## src/rtl/score_text_writer.sv

```systemverilog
// Writes one 4-character ASCII field (th, hu, te, on) into a text buffer at consecutive addresses.
// Optional LEADING_ZERO_BLANK_EN: leading '0' characters (except the ones digit) are captured as spaces.
module score_text_writer #(
    parameter int unsigned ADDR_W = 12
) (
    input  logic              Clk,
    input  logic              Reset_n,
    input  logic              start,
    input  logic [7:0]        char_th,
    input  logic [7:0]        char_hu,
    input  logic [7:0]        char_te,
    input  logic [7:0]        char_on,
    input  logic [ADDR_W-1:0] base_addr,
    input  logic              wr_ready,
    output logic              wr_en,
    output logic [ADDR_W-1:0] wr_addr,
    output logic [7:0]        wr_data,
    output logic              busy,
    output logic              done
);

    localparam logic [1:0] ST_IDLE  = 2'd0;
    localparam logic [1:0] ST_WRITE = 2'd1;
    localparam logic [1:0] ST_DONE  = 2'd2;

    localparam logic [7:0] ASCII_ZERO  = 8'h30;
    localparam logic [7:0] ASCII_SPACE = 8'h20;
    localparam logic [1:0] LAST_IDX    = 2'd3;

    logic [1:0]        state, state_nxt;
    logic [1:0]        idx, idx_nxt, idx_inc;
    logic [3:0][7:0]   snap, snap_nxt;
    logic [3:0][7:0]   fld;
    logic [ADDR_W-1:0] snap_base, snap_base_nxt;
    logic              wr_en_nxt;
    logic [ADDR_W-1:0] wr_addr_nxt;
    logic [7:0]        wr_data_nxt;
    logic              busy_nxt;
    logic              done_nxt;

    // Characters as they will be captured; slot 0 is the most significant digit.
`ifdef LEADING_ZERO_BLANK_EN
    logic lead_th, lead_hu, lead_te;
    always_comb begin
        lead_th = (char_th == ASCII_ZERO);
        lead_hu = lead_th && (char_hu == ASCII_ZERO);
        lead_te = lead_hu && (char_te == ASCII_ZERO);
        fld[0]  = lead_th ? ASCII_SPACE : char_th;
        fld[1]  = lead_hu ? ASCII_SPACE : char_hu;
        fld[2]  = lead_te ? ASCII_SPACE : char_te;
        fld[3]  = char_on;
    end
`else
    always_comb begin
        fld[0] = char_th;
        fld[1] = char_hu;
        fld[2] = char_te;
        fld[3] = char_on;
    end
`endif

    assign idx_inc = 2'(idx + 2'd1);

    // Next-state and next-output logic; every output is registered below.
    always_comb begin
        state_nxt     = state;
        idx_nxt       = idx;
        snap_nxt      = snap;
        snap_base_nxt = snap_base;
        wr_en_nxt     = wr_en;
        wr_addr_nxt   = wr_addr;
        wr_data_nxt   = wr_data;
        busy_nxt      = busy;
        done_nxt      = 1'b0;

        case (state)
            ST_IDLE: begin
                if (start) begin
                    snap_nxt      = fld;
                    snap_base_nxt = base_addr;
                    idx_nxt       = 2'd0;
                    wr_en_nxt     = 1'b1;
                    wr_addr_nxt   = base_addr;
                    wr_data_nxt   = fld[0];
                    busy_nxt      = 1'b1;
                    state_nxt     = ST_WRITE;
                end
            end
            ST_WRITE: begin
                // Address/data only advance on an accepted write, so stalls hold them.
                if (wr_ready) begin
                    idx_nxt = idx_inc;
                    if (idx == LAST_IDX) begin
                        wr_en_nxt = 1'b0;
                        done_nxt  = 1'b1;
                        state_nxt = ST_DONE;
                    end else begin
                        wr_addr_nxt = snap_base + ADDR_W'(idx_inc);
                        wr_data_nxt = snap[idx_inc];
                    end
                end
            end
            ST_DONE: begin
                busy_nxt  = 1'b0;
                state_nxt = ST_IDLE;
            end
            default: begin
                wr_en_nxt = 1'b0;
                busy_nxt  = 1'b0;
                state_nxt = ST_IDLE;
            end
        endcase
    end

    always_ff @(posedge Clk or negedge Reset_n) begin
        if (!Reset_n) begin
            state     <= ST_IDLE;
            idx       <= 2'd0;
            snap      <= '0;
            snap_base <= '0;
            wr_en     <= 1'b0;
            wr_addr   <= '0;
            wr_data   <= 8'd0;
            busy      <= 1'b0;
            done      <= 1'b0;
        end else begin
            state     <= state_nxt;
            idx       <= idx_nxt;
            snap      <= snap_nxt;
            snap_base <= snap_base_nxt;
            wr_en     <= wr_en_nxt;
            wr_addr   <= wr_addr_nxt;
            wr_data   <= wr_data_nxt;
            busy      <= busy_nxt;
            done      <= done_nxt;
        end
    end

endmodule

```

## config.mk

```make
export PLATFORM = sky130hd
export DESIGN_NAME = score_text_writer
export DESIGN_NICKNAME = d
export VERILOG_FILES = /design/src/rtl/score_text_writer.sv
export SDC_FILE = /design/constraint.sdc
export NUM_CORES = 1
export LEC_CHECK = 0
export ABC_AREA = 1
export BUFFER_PORTS_ARGS = -buffer_cell sky130_fd_sc_hd__buf_2
export CAP_MARGIN = 5
export CORE_MARGIN = 1.5
export CORE_UTILIZATION = 40
export DETAILED_ROUTE_END_ITERATION = 7
export GPL_ROUTABILITY_DRIVEN = 0
export PLACE_DENSITY = 0.65
export SLEW_MARGIN = 5
export SYNTH_ARGS = -nofsm -noshare
export SYNTH_HDL_FRONTEND = slang
export SYNTH_SLANG_ARGS = --single-unit
```

## constraint.sdc

```tcl
create_clock -name Clk -period 2.71 [get_ports Clk]
set_input_delay 0.4065 -clock Clk [delete_from_list [all_inputs] [get_ports Clk]]
set_output_delay 0.4065 -clock Clk [all_outputs]
set_load 0.005 [all_outputs]
```

==> results by group <==
Timing
  • Tcrit/Tclk final: 69.3%
  • Final setup vio count: 0
  • RSZ-0062 raised after global routing: no
  • Final Hold Fails: 0
  • Slew headroom: 48.7%
  • Period minus WS final: 1.88 ns
  • Fmax: 532 MHz
  • Final count of pins violating max slew: 0
  • Pin slew with the least headroom to its limit: 0.769 ns
  • Final worst slack: 0.831 ns
  • Clock skew: 0.00644 ns
  • Fin Setup TNS: 0 ns

Clocking
  • CTS clock-pin slew for the worst setup and hold paths: 0.07 ns
  • Clk Tree Root Cell: clkbuf_8
  • Postcts setup bufs: 0
  • Maximum root-to-sink buffer count: 2
  • CTS Hold Bufs: 0
  • CTS tree: done
  • CTS Buf Count: 9
  • PostCTS Resize Cnt: 0
  • Later-pin clock latency in the skew report: 0.35 ns
  • H-tree depth: 3
  • Clock sink total: 71

Logic synthesis
  • Area leader, netlist: dfrtp_1
  • Synth cell types: 24
  • Gate count of the mapped netlist: 427
  • Sequential fraction of the synthesis area: 52.2%
  • Post-synthesis area per instance: 7.98 um2
  • Yosys top cell area share: 52.2%
  • Syn Std Cell Area: 3410 um2
  • Post-Syn Nets: 479
  • Yosys reg bits: 71
  • Ranking of synthesized cells by area: dfrtp_1 52%, nand2_1 17%, o21ai_0 5.4%, a21oi_1 4.7%, inv_1 4.1%
  • Synth warn: 0

Layout
  • Multi-input gate area: 1370 um2
  • Share of layout cells above drive strength 1: 20.1%
  • Nets: 544
  • Fill cell count: 817
  • Area Growth Syn to Fin: 18.1%
  • Register area: 1780 um2
  • Core Util, Final: 49.0%
  • ANT cells: 0

Floorplanning
  • Io pins: 71
  • Die ar.: 9080 um2
  • Die Span X: 95.3 um
  • Die Height: 95.3 um
  • Core Area: 8220 um2
  • Initial cell density of the core: 41.4%
  • Rows: 33

GRT
  • Overflow after GRT: 0
  • Largest net degree at the start of global routing: 72
  • First-pass GRT wire length: 13.5 mm
  • Number of global-route vias before repair: 2841
  • All-Layer GR Usage: 19.5%
  • Initial antenna violation count: 0

Routing
  • Final ANT Viol Nets: 0
  • DRT Pass-1 Iters: 4
  • WL per Instance: 13.2 um
  • DRC: 0
  • Initial DRC Count: 177
  • DR vias/cell: 4.92
  • Vias post-DR: 2959
  • Total Wirelength: 7.92 mm

Critical path
  • Worst Path Arrival: 2.12 ns
  • Req. time, crit path: 2.96 ns
  • Crit Path Max Fanout: 9
  • Crit. End Element: register
  • CP Class: register to register
  • Setup crit start kind: register

Pwr
  • Worst vdd rail ir drop: 0.533 mV
  • Pwr Density: 1180 nW/um2
  • Leakage power: 0.00210 uW
  • Pwr Total: 4750 uW

Status
  • Status: completed

Placement
  • PortBufs: 70
  • Pre-CTS setup slack: 0.796 ns
  • Dpl hpwl: 5.27 mm

Min path
  • Worst min-delay path category: primary input to async pin

Run
  • # Max-Cap Violations: 0
-- cell usage after synthesis --
cell	count
nand3b_1	2
nand2_1	155
dfrtp_1	71
nand3_1	22
nor2_4	1
nand4_1	3
nand2_4	1
o211ai_1	10
nor2_1	19
a21oi_1	32
buf_4	1
inv_2	4
buf_1	1
inv_1	37
fa_1	1
buf_6	1
xnor2_1	3
o31ai_2	2
buf_2	11
nand3_2	1
o21ai_0	37
nand2_2	2
clkbuf_1	7
ha_1	3
-- critical path, stage by stage (launching register included) --
cell and delay (ns):
dfrtp_1 0.40, ha_1 0.36, ha_1 0.30, nand3_1 0.09
nand2_1 0.25, nand3_1 0.11, nand2_1 0.07, nand3_1 0.08
nand2_1 0.07, nand2_1 0.04
-- layout by cell type (no fill, tap or decap), types with 3 or more instances in the layout --
| master | count |
|---|---|
| nand4_1 | 3 |
| o211ai_1 | 10 |
| inv_1 | 37 |
| a21oi_1 | 32 |
| dfrtp_1 | 71 |
| clkinv_2 | 3 |
| inv_2 | 4 |
| clkbuf_8 | 10 |
| buf_2 | 70 |
| xnor2_1 | 3 |
| nand3_1 | 22 |
| nor2_1 | 19 |
| nand2_1 | 155 |
| buf_4 | 4 |
| o21ai_0 | 37 |
| ha_1 | 3 |
-- final cells by class --
cell class / count / area share (%)
timing repair buffer: 75 / 9.95
sequential: 71 / 44.2
inverter: 41 / 3.82
clock inverter: 4 / 1.12
multi-input combinational: 294 / 34.1
tap: 105 / 3.26
clock buffer: 12 / 3.61
-- sequential cells by signal, summed over array words and instances, names as in the netlist --
name,count
wr_addr,12
idx,2
snap_base,12
wr_data,8
done,1
wr_en,1
snap,32
busy,1
state,2
-- kinds of logic after synthesis --
| logic type | synth area share [%] |
|---|---|
| and+or+nand+nor | 24.7 |
| buffers and inverters | 7.57 |
| adders and majority gates | 1.69 |
| xor gates and xnor gates | 0.772 |
| AOI/OAI and AO/OA | 13.1 |
| DFF | 52.2 |
-- final timing paths --
kind / startpoint / end / slack [ns] / cells after the start
max: idx[0]$_DFFE_PN0P_ / wr_addr[11]$_DFFE_PN0P_ / 0.83 / 9
min: Reset_n / wr_addr[10]$_DFFE_PN0P_ / 0.07 / 2
max reg2reg: idx[0]$_DFFE_PN0P_ / wr_addr[11]$_DFFE_PN0P_ / 0.83 / 9
min reg2reg: wr_addr[8]$_DFFE_PN0P_ / wr_addr[8]$_DFFE_PN0P_ / 0.48 / 2
max in group asynchronous: Reset_n / wr_data[6]$_DFFE_PN0P_ / 2.33 / 2
min in group Clk: char_te[5] / snap[21]$_DFFE_PN0P_ / 0.25 / 3
-- through the flow --
stage | std cells | area, um2 | hold WS [ns]
after floorplan | 427 | 3410 | 0.111
after global placement | 586 | 3830 | 0.462
after detailed placement | 586 | 3830 | 0.465
after CTS | 602 | 4020 | 0.0850
after global routing | 602 | 4020 | 0.0985
final | 602 | 4020 | 0.0724
-- report_power, final --
group | total [uW] | switching (uW) | internal [uW]
logic | 2050 | 1260 | 791
registers | 1860 | 295 | 1570
clock network | 843 | 397 | 447
-- per-layer routing --
layer | wire length (um) | GRT usage (%)
met3 | 395 | 4.39
met1 | 3660 | 24.8
met5 | 0 | 0
met4 | 102 | 7.46
met2 | 3760 | 32.2
No activity file was read; power rests on OpenSTA's default activity.
